--- config.mk ---
export PLATFORM = sky130hd
export DESIGN_NAME = branch_history_table
export DESIGN_NICKNAME = d
export VERILOG_FILES = /design/src/rtl/bp_pkg.sv /design/src/rtl/bht_sat_ctr.sv /design/src/rtl/branch_history_table.sv
export SDC_FILE = /design/constraint.sdc
export NUM_CORES = 1
export LEC_CHECK = 0
export ABC_AREA = 1
export ABC_CLOCK_PERIOD_IN_PS = 2400
export BUFFER_PORTS_ARGS = -buffer_cell sky130_fd_sc_hd__clkbuf_2
export CORE_ASPECT_RATIO = 1.4
export CORE_MARGIN = 3
export CORE_UTILIZATION = 60
export CTS_CLUSTER_DIAMETER = 60
export DETAILED_ROUTE_END_ITERATION = 10
export GPL_TIMING_DRIVEN = 0
export PLACE_DENSITY = 0.78
export SYNTH_ARGS = -nofsm -noshare
export SYNTH_HDL_FRONTEND = slang
export SYNTH_HIERARCHICAL = 1
export SYNTH_SLANG_ARGS = --single-unit
--- constraint.sdc ---
create_clock -name clk -period 2.4 [get_ports clk]
set_clock_uncertainty 0.1 [all_clocks]
set_input_delay 0.48 -clock clk [delete_from_list [all_inputs] [get_ports clk]]
set_output_delay 0.48 -clock clk [all_outputs]
set_load 0.005 [all_outputs]
--- src/rtl/bp_pkg.sv ---
// ---------------------------------------------------------------------------
// bp_pkg
// Shared branch-predictor definitions used by the direction predictor and
// its saturating-counter helper.
//   IDX_W_DEFAULT : log2 of the pattern-table depth (64 entries)
//   PC_W_DEFAULT  : instruction address width
//   ctr_state_e   : two-bit counter encodings (strong/weak not-taken/taken)
//   CTR_MAX/MIN   : saturation limits of the counters
//   CTR_RESET     : value every counter takes while reset is held
// ---------------------------------------------------------------------------
package bp_pkg;

   localparam int IDX_W_DEFAULT = 6;
   localparam int PC_W_DEFAULT  = 16;

   typedef enum logic [1:0] {
      SNT = 2'd0,
      WNT = 2'd1,
      WT  = 2'd2,
      ST  = 2'd3
   } ctr_state_e;

   localparam logic [1:0] CTR_MAX   = ST;
   localparam logic [1:0] CTR_MIN   = SNT;
   localparam logic [1:0] CTR_RESET = WNT;

endpackage

--- src/rtl/bht_sat_ctr.sv ---
// ---------------------------------------------------------------------------
// bht_sat_ctr
// Next-state logic for one two-bit saturating direction counter.
// Ports:
//   cur   : current counter value
//   taken : resolved branch outcome (1 = taken)
//   next  : updated counter value, clamped to CTR_MIN..CTR_MAX
// ---------------------------------------------------------------------------
module bht_sat_ctr
   import bp_pkg::*;
(
   input  logic [1:0] cur,
   input  logic       taken,
   output logic [1:0] next
);

   // A taken branch moves the counter toward strong-taken and a not-taken
   // branch toward strong-not-taken; at either end the value is held so the
   // counter never wraps around.
   always_comb begin
      next = cur;
      if (taken) begin
         if (cur != CTR_MAX) begin
            next = cur + 2'd1;
         end
      end else begin
         if (cur != CTR_MIN) begin
            next = cur - 2'd1;
         end
      end
   end

endmodule

--- src/rtl/branch_history_table.sv ---
// ---------------------------------------------------------------------------
// branch_history_table
// gshare direction predictor: a flop-based table of 2**IDX_W two-bit
// saturating counters indexed by (word-aligned PC bits XOR speculative
// global history).
// Ports:
//   clk, rst_n    : clock and asynchronous active-low reset
//   en            : predictor enable; when low predictions are forced to
//                   not-taken and history/table are frozen
//   if_valid      : fetch lookup presented this cycle
//   if_pc         : fetch PC
//   pred_taken    : combinational direction prediction for if_pc
//   pred_ghr      : history used for this lookup, carried down the pipe
//   ex_valid      : conditional branch resolved in EX this cycle
//   ex_pc         : resolved branch PC
//   ex_ghr        : pred_ghr captured at that branch's lookup
//   ex_taken      : actual outcome
//   ex_mispredict : predicted direction was wrong
//   mispred_cnt   : saturating count of mispredictions since reset
// ---------------------------------------------------------------------------
module branch_history_table
   import bp_pkg::*;
#(
   parameter int IDX_W = IDX_W_DEFAULT,
   parameter int PC_W  = PC_W_DEFAULT
)
(
   input  logic              clk,
   input  logic              rst_n,
   input  logic              en,
   input  logic              if_valid,
   input  logic [PC_W-1:0]   if_pc,
   output logic              pred_taken,
   output logic [IDX_W-1:0]  pred_ghr,
   input  logic              ex_valid,
   input  logic [PC_W-1:0]   ex_pc,
   input  logic [IDX_W-1:0]  ex_ghr,
   input  logic              ex_taken,
   input  logic              ex_mispredict,
   output logic [15:0]       mispred_cnt
);

   localparam int ENTRIES = 1 << IDX_W;

   logic [1:0]       ctr_tbl [ENTRIES];
   logic [IDX_W-1:0] ghr_spec;
   logic [IDX_W-1:0] lk_idx;
   logic [IDX_W-1:0] upd_idx;
   logic [1:0]       upd_cur;
   logic [1:0]       upd_next;
   logic             lk_fire;
   logic             upd_fire;
   logic             recover;
   logic             unused_pc_bits;

   // Instruction words are 2-byte aligned, so bit 0 of the PC carries no
   // information and the index starts at bit 1. Lookup and update hash the
   // same way so a resolved branch trains the entry that predicted it.
   assign lk_idx   = if_pc[IDX_W:1] ^ ghr_spec;
   assign upd_idx  = ex_pc[IDX_W:1] ^ ex_ghr;

   assign lk_fire  = en & if_valid;
   assign upd_fire = en & ex_valid;
   assign recover  = ex_valid & ex_mispredict;

   // The prediction reads the table directly, so a same-cycle update to the
   // same entry is not visible until the following cycle.
   assign pred_taken = lk_fire & ctr_tbl[lk_idx][1];
   assign pred_ghr   = ghr_spec;

   assign upd_cur = ctr_tbl[upd_idx];

   bht_sat_ctr u_sat_ctr (
      .cur   (upd_cur),
      .taken (ex_taken),
      .next  (upd_next)
   );

   assign unused_pc_bits = ^{if_pc[PC_W-1:IDX_W+1], if_pc[0],
                             ex_pc[PC_W-1:IDX_W+1], ex_pc[0]};

   // Speculative global history. A mispredict rebuilds the history from the
   // branch's own snapshot plus its real outcome, which discards whatever
   // younger lookups shifted in, so it wins over a same-cycle lookup shift.
   // With the predictor disabled the history is frozen entirely.
   always_ff @(posedge clk or negedge rst_n) begin
      if (!rst_n) begin
         ghr_spec <= '0;
      end else if (en) begin
         if (recover) begin
            ghr_spec <= {ex_ghr[IDX_W-2:0], ex_taken};
         end else if (if_valid) begin
            ghr_spec <= {ghr_spec[IDX_W-2:0], pred_taken};
         end
      end
   end

   // Pattern table held in flops so that reset reaches every entry; all
   // counters start weakly not-taken. Only the resolved entry is written.
   always_ff @(posedge clk or negedge rst_n) begin
      if (!rst_n) begin
         for (int i = 0; i < ENTRIES; i++) begin
            ctr_tbl[i] <= CTR_RESET;
         end
      end else if (upd_fire) begin
         ctr_tbl[upd_idx] <= upd_next;
      end
   end

   // Misprediction counter keeps counting even with the predictor disabled,
   // and sticks at all-ones rather than wrapping.
   always_ff @(posedge clk or negedge rst_n) begin
      if (!rst_n) begin
         mispred_cnt <= 16'd0;
      end else if (recover && (mispred_cnt != 16'hFFFF)) begin
         mispred_cnt <= mispred_cnt + 16'd1;
      end
   end

endmodule

==> impl_metrics.json, run 1 <==
{
  "synth-seq-cells": 150,
  "cts_max_level": 4,
  "place_congestion": 0.994,
  "synth_cells": 948,
  "synthXorXnorAreaFrac_pct": 3.15,
  "yosysSeqAreaShare_pct": 49.7,
  "synth_top_family_by_area": "simple AND/OR/NAND/NOR gates",
  "clock-sinks": 150,
  "synth_mux_area_share_pct": 0,
  "grt-ovfl-total": 11,
  "grt_max_degree": 90,
  "synthSimpleGateAreaFrac_pct": 28.9,
  "grt_usage_pct": 71.0,
  "die_h_um": 140,
  "status": "aborted with a tool error",
  "yosys_warnings": 6,
  "synth-compound-area-share_pct": 14.0,
  "failed_stage": "global routing (5_1_grt)",
  "die_x_um": 102,
  "syn_avg_cell_area_um2": 8.13,
  "tool.error": "[ERROR GRT-0232] Routing congestion too high. Check the congestion heatmap in the GUI.",
  "syn_nets": 994,
  "cts-buffers-inserted": 17,
  "yosys.cell_types.count": 35,
  "placement.io_buffers": 47,
  "clock_tree.buffer_depth": 2,
  "synth_fa_ha_area_share_pct": 0.162,
  "initial_core_util_pct": 62.0,
  "worstEndpointType": "top-level output",
  "pin_count": 68,
  "fp-row-count": 48,
  "dp_hpwl_um": 15900,
  "clock-root-buffer": "clkbuf_16",
  "dpl-instance-area_mm2": 0.00827,
  "grt-worst-endpoint": "pred_taken",
  "synth_area_mm2": 0.00771
}
[cell families after synthesis]
family / after synthesis
adder cells (fa/ha/maj): 1
AND/OR/NAND/NOR: 514
AO/OA/AOI/OAI: 194
XOR/XNOR: 26
buffers and inverters: 63
flip-flops: 150
[through the flow]
stage	TNS (ns)	setup slack [ns]	instances
detailed placement	-118.68	-1.02	1146
floorplan	-1.54	-0.0223	948
global placement	-305.88	-1.69	1145
CTS	-9.10	-0.239	1241
[metal layers]
| metal | track usage, % | GRT overflow |
|---|---|---|
| met5 | 20.9 | 0 |
| met4 | 66.5 | 8 |
| met3 | 55.5 | 0 |
| met2 | 87.4 | 3 |
| met1 | 72.2 | 0 |
[synth_stat cells, drive strengths merged]
cell type | n | area share [%]
a22o | 1 | 0.11
nor4 | 6 | 1.3
xor2 | 12 | 1.5
clkinv | 3 | 0.15
dfrtp | 86 | 28
dfstp | 64 | 22
ha | 1 | 0.16
buf | 19 | 1.9
o21ai | 141 | 9.2
a31oi | 5 | 0.41
nand2 | 372 | 18
nor2 | 31 | 1.6
inv | 29 | 1.4
nor3b | 1 | 0.097
nor3 | 7 | 0.71
nand4 | 14 | 1.1
xnor2 | 14 | 1.7
nand3 | 83 | 5.8
o2bb2ai | 1 | 0.11
a21oi | 8 | 0.52
clkbuf | 12 | 0.58
a22oi | 38 | 3.7
[what timing repair did]
| action | CTS |
|---|---|
| gates resized for setup | 401 |
| buffers inserted | 41 |
| endpoints found under the setup margin | 130 |
| pin swaps | 154 |
| endpoints found under the hold margin | 32 |
| hold buffers | 1 |
| gates cloned | 21 |
==> run 2: changes to the inputs <==
- CORE_ASPECT_RATIO: 1.4 -> default
- CORE_UTILIZATION: 60 -> 40
- CTS_CLUSTER_DIAMETER: 60 -> default
- PLACE_DENSITY: 0.78 -> default
- PLACE_DENSITY_LB_ADDON: default -> 0.15
==> run 2 against run 1 <==
The flow now finishes, with violations (negative setup slack); synthesized cell count did not move; synthesized area did not move.
==> impl_metrics.json, run 2 <==
{
  "p_leak_uw": 0.00446,
  "crit_required_ns": 1.82,
  "routed_wl_um": 28300,
  "cp_num_buf_inv": 4,
  "rsz0062_at_grt": "true",
  "status": "complete, but fails checks",
  "startpoint_type": "flip-flop",
  "grt_pass1_wl_um": 42200,
  "synth_area_mm2": 0.00771,
  "async_flop_share_pct": 100,
  "syn_nets": 994,
  "yosys.cell_types.count": 35,
  "largest_reg_flops": 128,
  "die_h_um": 145,
  "num-nets-final": 1116,
  "clock_tree.buffer_depth": 2,
  "ant_nets": 0,
  "p_per_area_mw_per_mm2": 735,
  "path_clk_slew_ns": 0.07,
  "synth_top_area_cell": "dfrtp_1",
  "avgViaCountPerCell": 5.65,
  "yosysMostFrequentCell": "nand2_1",
  "peakVddDrop_mv": 0.523,
  "drv_cap": 0,
  "dr.pass1.iters": 9,
  "syn_avg_cell_area_um2": 8.13,
  "synth-seq-cells": 150,
  "coreArea_mm2": 0.0188,
  "p_sw_uw": 2680,
  "clkPwrFrac_pct": 32.5,
  "layout_commonest_cell": "nand2_1",
  "maxSlewHeadroom_pct": 18.6,
  "synthTopCellsByCount": "nand2_1 (370), o21ai_0 (119), dfrtp_1 (86)",
  "yosysSeqAreaShare_pct": 49.7,
  "num_vias": 7587,
  "drcViolationCount": 0,
  "grt_antenna_before_repair": 0,
  "die-area_mm2": 0.0210,
  "worst_path_max_delay_cell": "dfrtp_2",
  "hold_class": "primary input to flip-flop",
  "grt-ovfl-total": 0,
  "first_iter_violations": 856,
  "synth_edf_count": 0,
  "timing.fmax_mhz": 369,
  "swShare_pct": 34.0,
  "fin_crit_sh_pct": 113,
  "synth_cells": 948,
  "cts-buffers-inserted": 17,
  "crit_path_frequent_cell": "nand3_2",
  "finalCriticalPeriod_ns": 2.71,
  "synth_top_area_share_pct": 27.9,
  "antenna_cells": 0,
  "layout_common_cells": "nand2_1 (346), dfrtp_1 (83), dfstp_2 (64)",
  "critical_path_class": "flip-flop to output port",
  "crit_chain": "inv_2, nand2_2, nand2_4, clkbuf_16, nand2_2, nand3_1, nand3_2, nand3_2, nand3_2, nand3_2, nand3_2, inv_2, buf_6",
  "dp_hpwl_um": 17000,
  "clk_latency_ns": 0.44,
  "setup_viol": 129,
  "final_core_util_pct": 56.9,
  "share_seq_of_total_power_pct": 39.0,
  "clock-root-buffer": "clkbuf_16",
  "maxSlewViolCount": 0,
  "die_x_um": 145,
  "syn2layout_area_growth_pct": 39.1,
  "place_congestion": 0.893,
  "fill_cells": 1638,
  "crit_path_end_kind": "output port",
  "yosys-top-cells-area": "dfrtp_1 (28%), dfstp_2 (22%), nand2_1 (18%)",
  "initial_core_util_pct": 40.9,
  "worst_pin_slew_ns": 1.22,
  "cp_max_fo": 8,
  "fp-row-count": 50,
  "cp_data_arrival_time_ns": 2.13,
  "violations": "negative setup slack",
  "grt_max_degree": 83,
  "grt_usage_pct": 26.8,
  "path_delay_family": "simple AND/OR/NAND/NOR gates",
  "hold_viol": 0,
  "setup_ws_ns": -0.312,
  "placement.io_buffers": 47,
  "p_int_uw": 5200,
  "slowest_delay_ns": 0.44,
  "cts_tree": "built",
  "tns_ns": -19.78,
  "top_register": "ctr_tbl",
  "wl_per_cell_um": 21.0,
  "grt_pass1_vias": 7288,
  "pin_count": 68,
  "synthFlopType": "dfrtp_1",
  "clock-sinks": 150,
  "dp_slack_ns": -1.10,
  "combPwrFrac_pct": 28.6,
  "yosys_warnings": 6,
  "drive_gt1_share_pct": 38.0,
  "cts_max_level": 4
}
## run 2: cell counts after synthesis
Identical to the previous run, type by type.
## run 2: power by group through the flow
stage          logic, µW  clock network [µW]  registers [µW]
2_1_floorplan        821                   0            3050
3_3_place_gp        1310                   0            3090
3_5_place_dp        1340                   0            3090
4_1_cts             1990                2570            3070
5_1_grt             2370                2690            3100
6_report            2250                2560            3070
## run 2: final cells by class
cell class,instances,area [µm²],area share [%]
Multi-Input combinational cell,735,4370,40.7
Sequential cell,150,3840,35.8
Timing Repair Buffer,100,956,8.91
Buffer,31,487,4.54
Clock buffer,18,429,4.00
Tap cell,260,325,3.03
Inverter,32,164,1.53
Clock inverter,14,118,1.10
Timing Repair inverter,3,38.8,0.362
## run 2: metrics by stage
step,hold slack (ns),area (µm²),power (µW),instances
floorplan,0.0844,7810,3870,948
global route,0.244,10700,8170,1343
detailed placement,0.368,8400,4430,1256
global placement,0.361,8370,4400,1255
CTS,0.207,10300,7630,1331
finish,0.230,10700,7880,1343
## run 2: cells by family after synthesis
family,share of synthesized area (%)
simple gates,28.9
compound gates,14.0
flops,49.7
buf+inv,4.07
xor+xnor,3.15
fa+ha+maj,0.162
## run 2: timing repair
item | in CTS | in global routing
gates cloned | 12 | 6
pin swaps | 58 | 22
buffers inserted | 30 | 6
hold buffers | 1 | 0
resized for setup | 257 | 72
hold endpoints to repair | 36 | 0
setup endpoints to repair | 130 | 129
## run 2: final timing paths
check / start / end / slack (ns) / cells past startpoint
max in group asynchronous: rst_n / ctr_tbl[32]$_DFFE_PN1P_ / 0.84 / 3
setup reg to reg: ctr_tbl[116]$_DFFE_PN1P_ / ctr_tbl[60]$_DFFE_PN1P_ / 0.25 / 13
hold reg to reg: ctr_tbl[52]$_DFFE_PN1P_ / ctr_tbl[52]$_DFFE_PN1P_ / 0.38 / 2
setup / recovery: pred_ghr[0]$_DFFE_PN0P_ / pred_taken / -0.31 / 13
min in group asynchronous: rst_n / ctr_tbl[117]$_DFFE_PN0P_ / 0.51 / 2
hold / removal: ex_ghr[4] / pred_ghr[5]$_DFFE_PN0P_ / 0.23 / 3
## run 2: worst register-to-register path: stages (launching register included)
cell and delay (ns):
dfstp_2 0.38, a22oi_1 0.17, nand3_1 0.10, o21ai_2 0.17
nand2_2 0.13, nor2_4 0.16, nand2_2 0.08, inv_1 0.07
o21ai_2 0.07, nand2_4 0.15, buf_12 0.14, clkinv_8 0.06
clkbuf_16 0.16, o21ai_2 0.14
## run 2: routing by layer
layer / vias to the layer above / wire, µm / global-route usage [%]
met1: 3641 / 11700 / 36.5
met4: 0 / 1310 / 13.4
li1: 3482 / - / -
met5: - / 0 / 0
met3: 94 / 2490 / 5.92
met2: 370 / 12800 / 40.4
No activity file was read; power rests on OpenSTA's default activity.
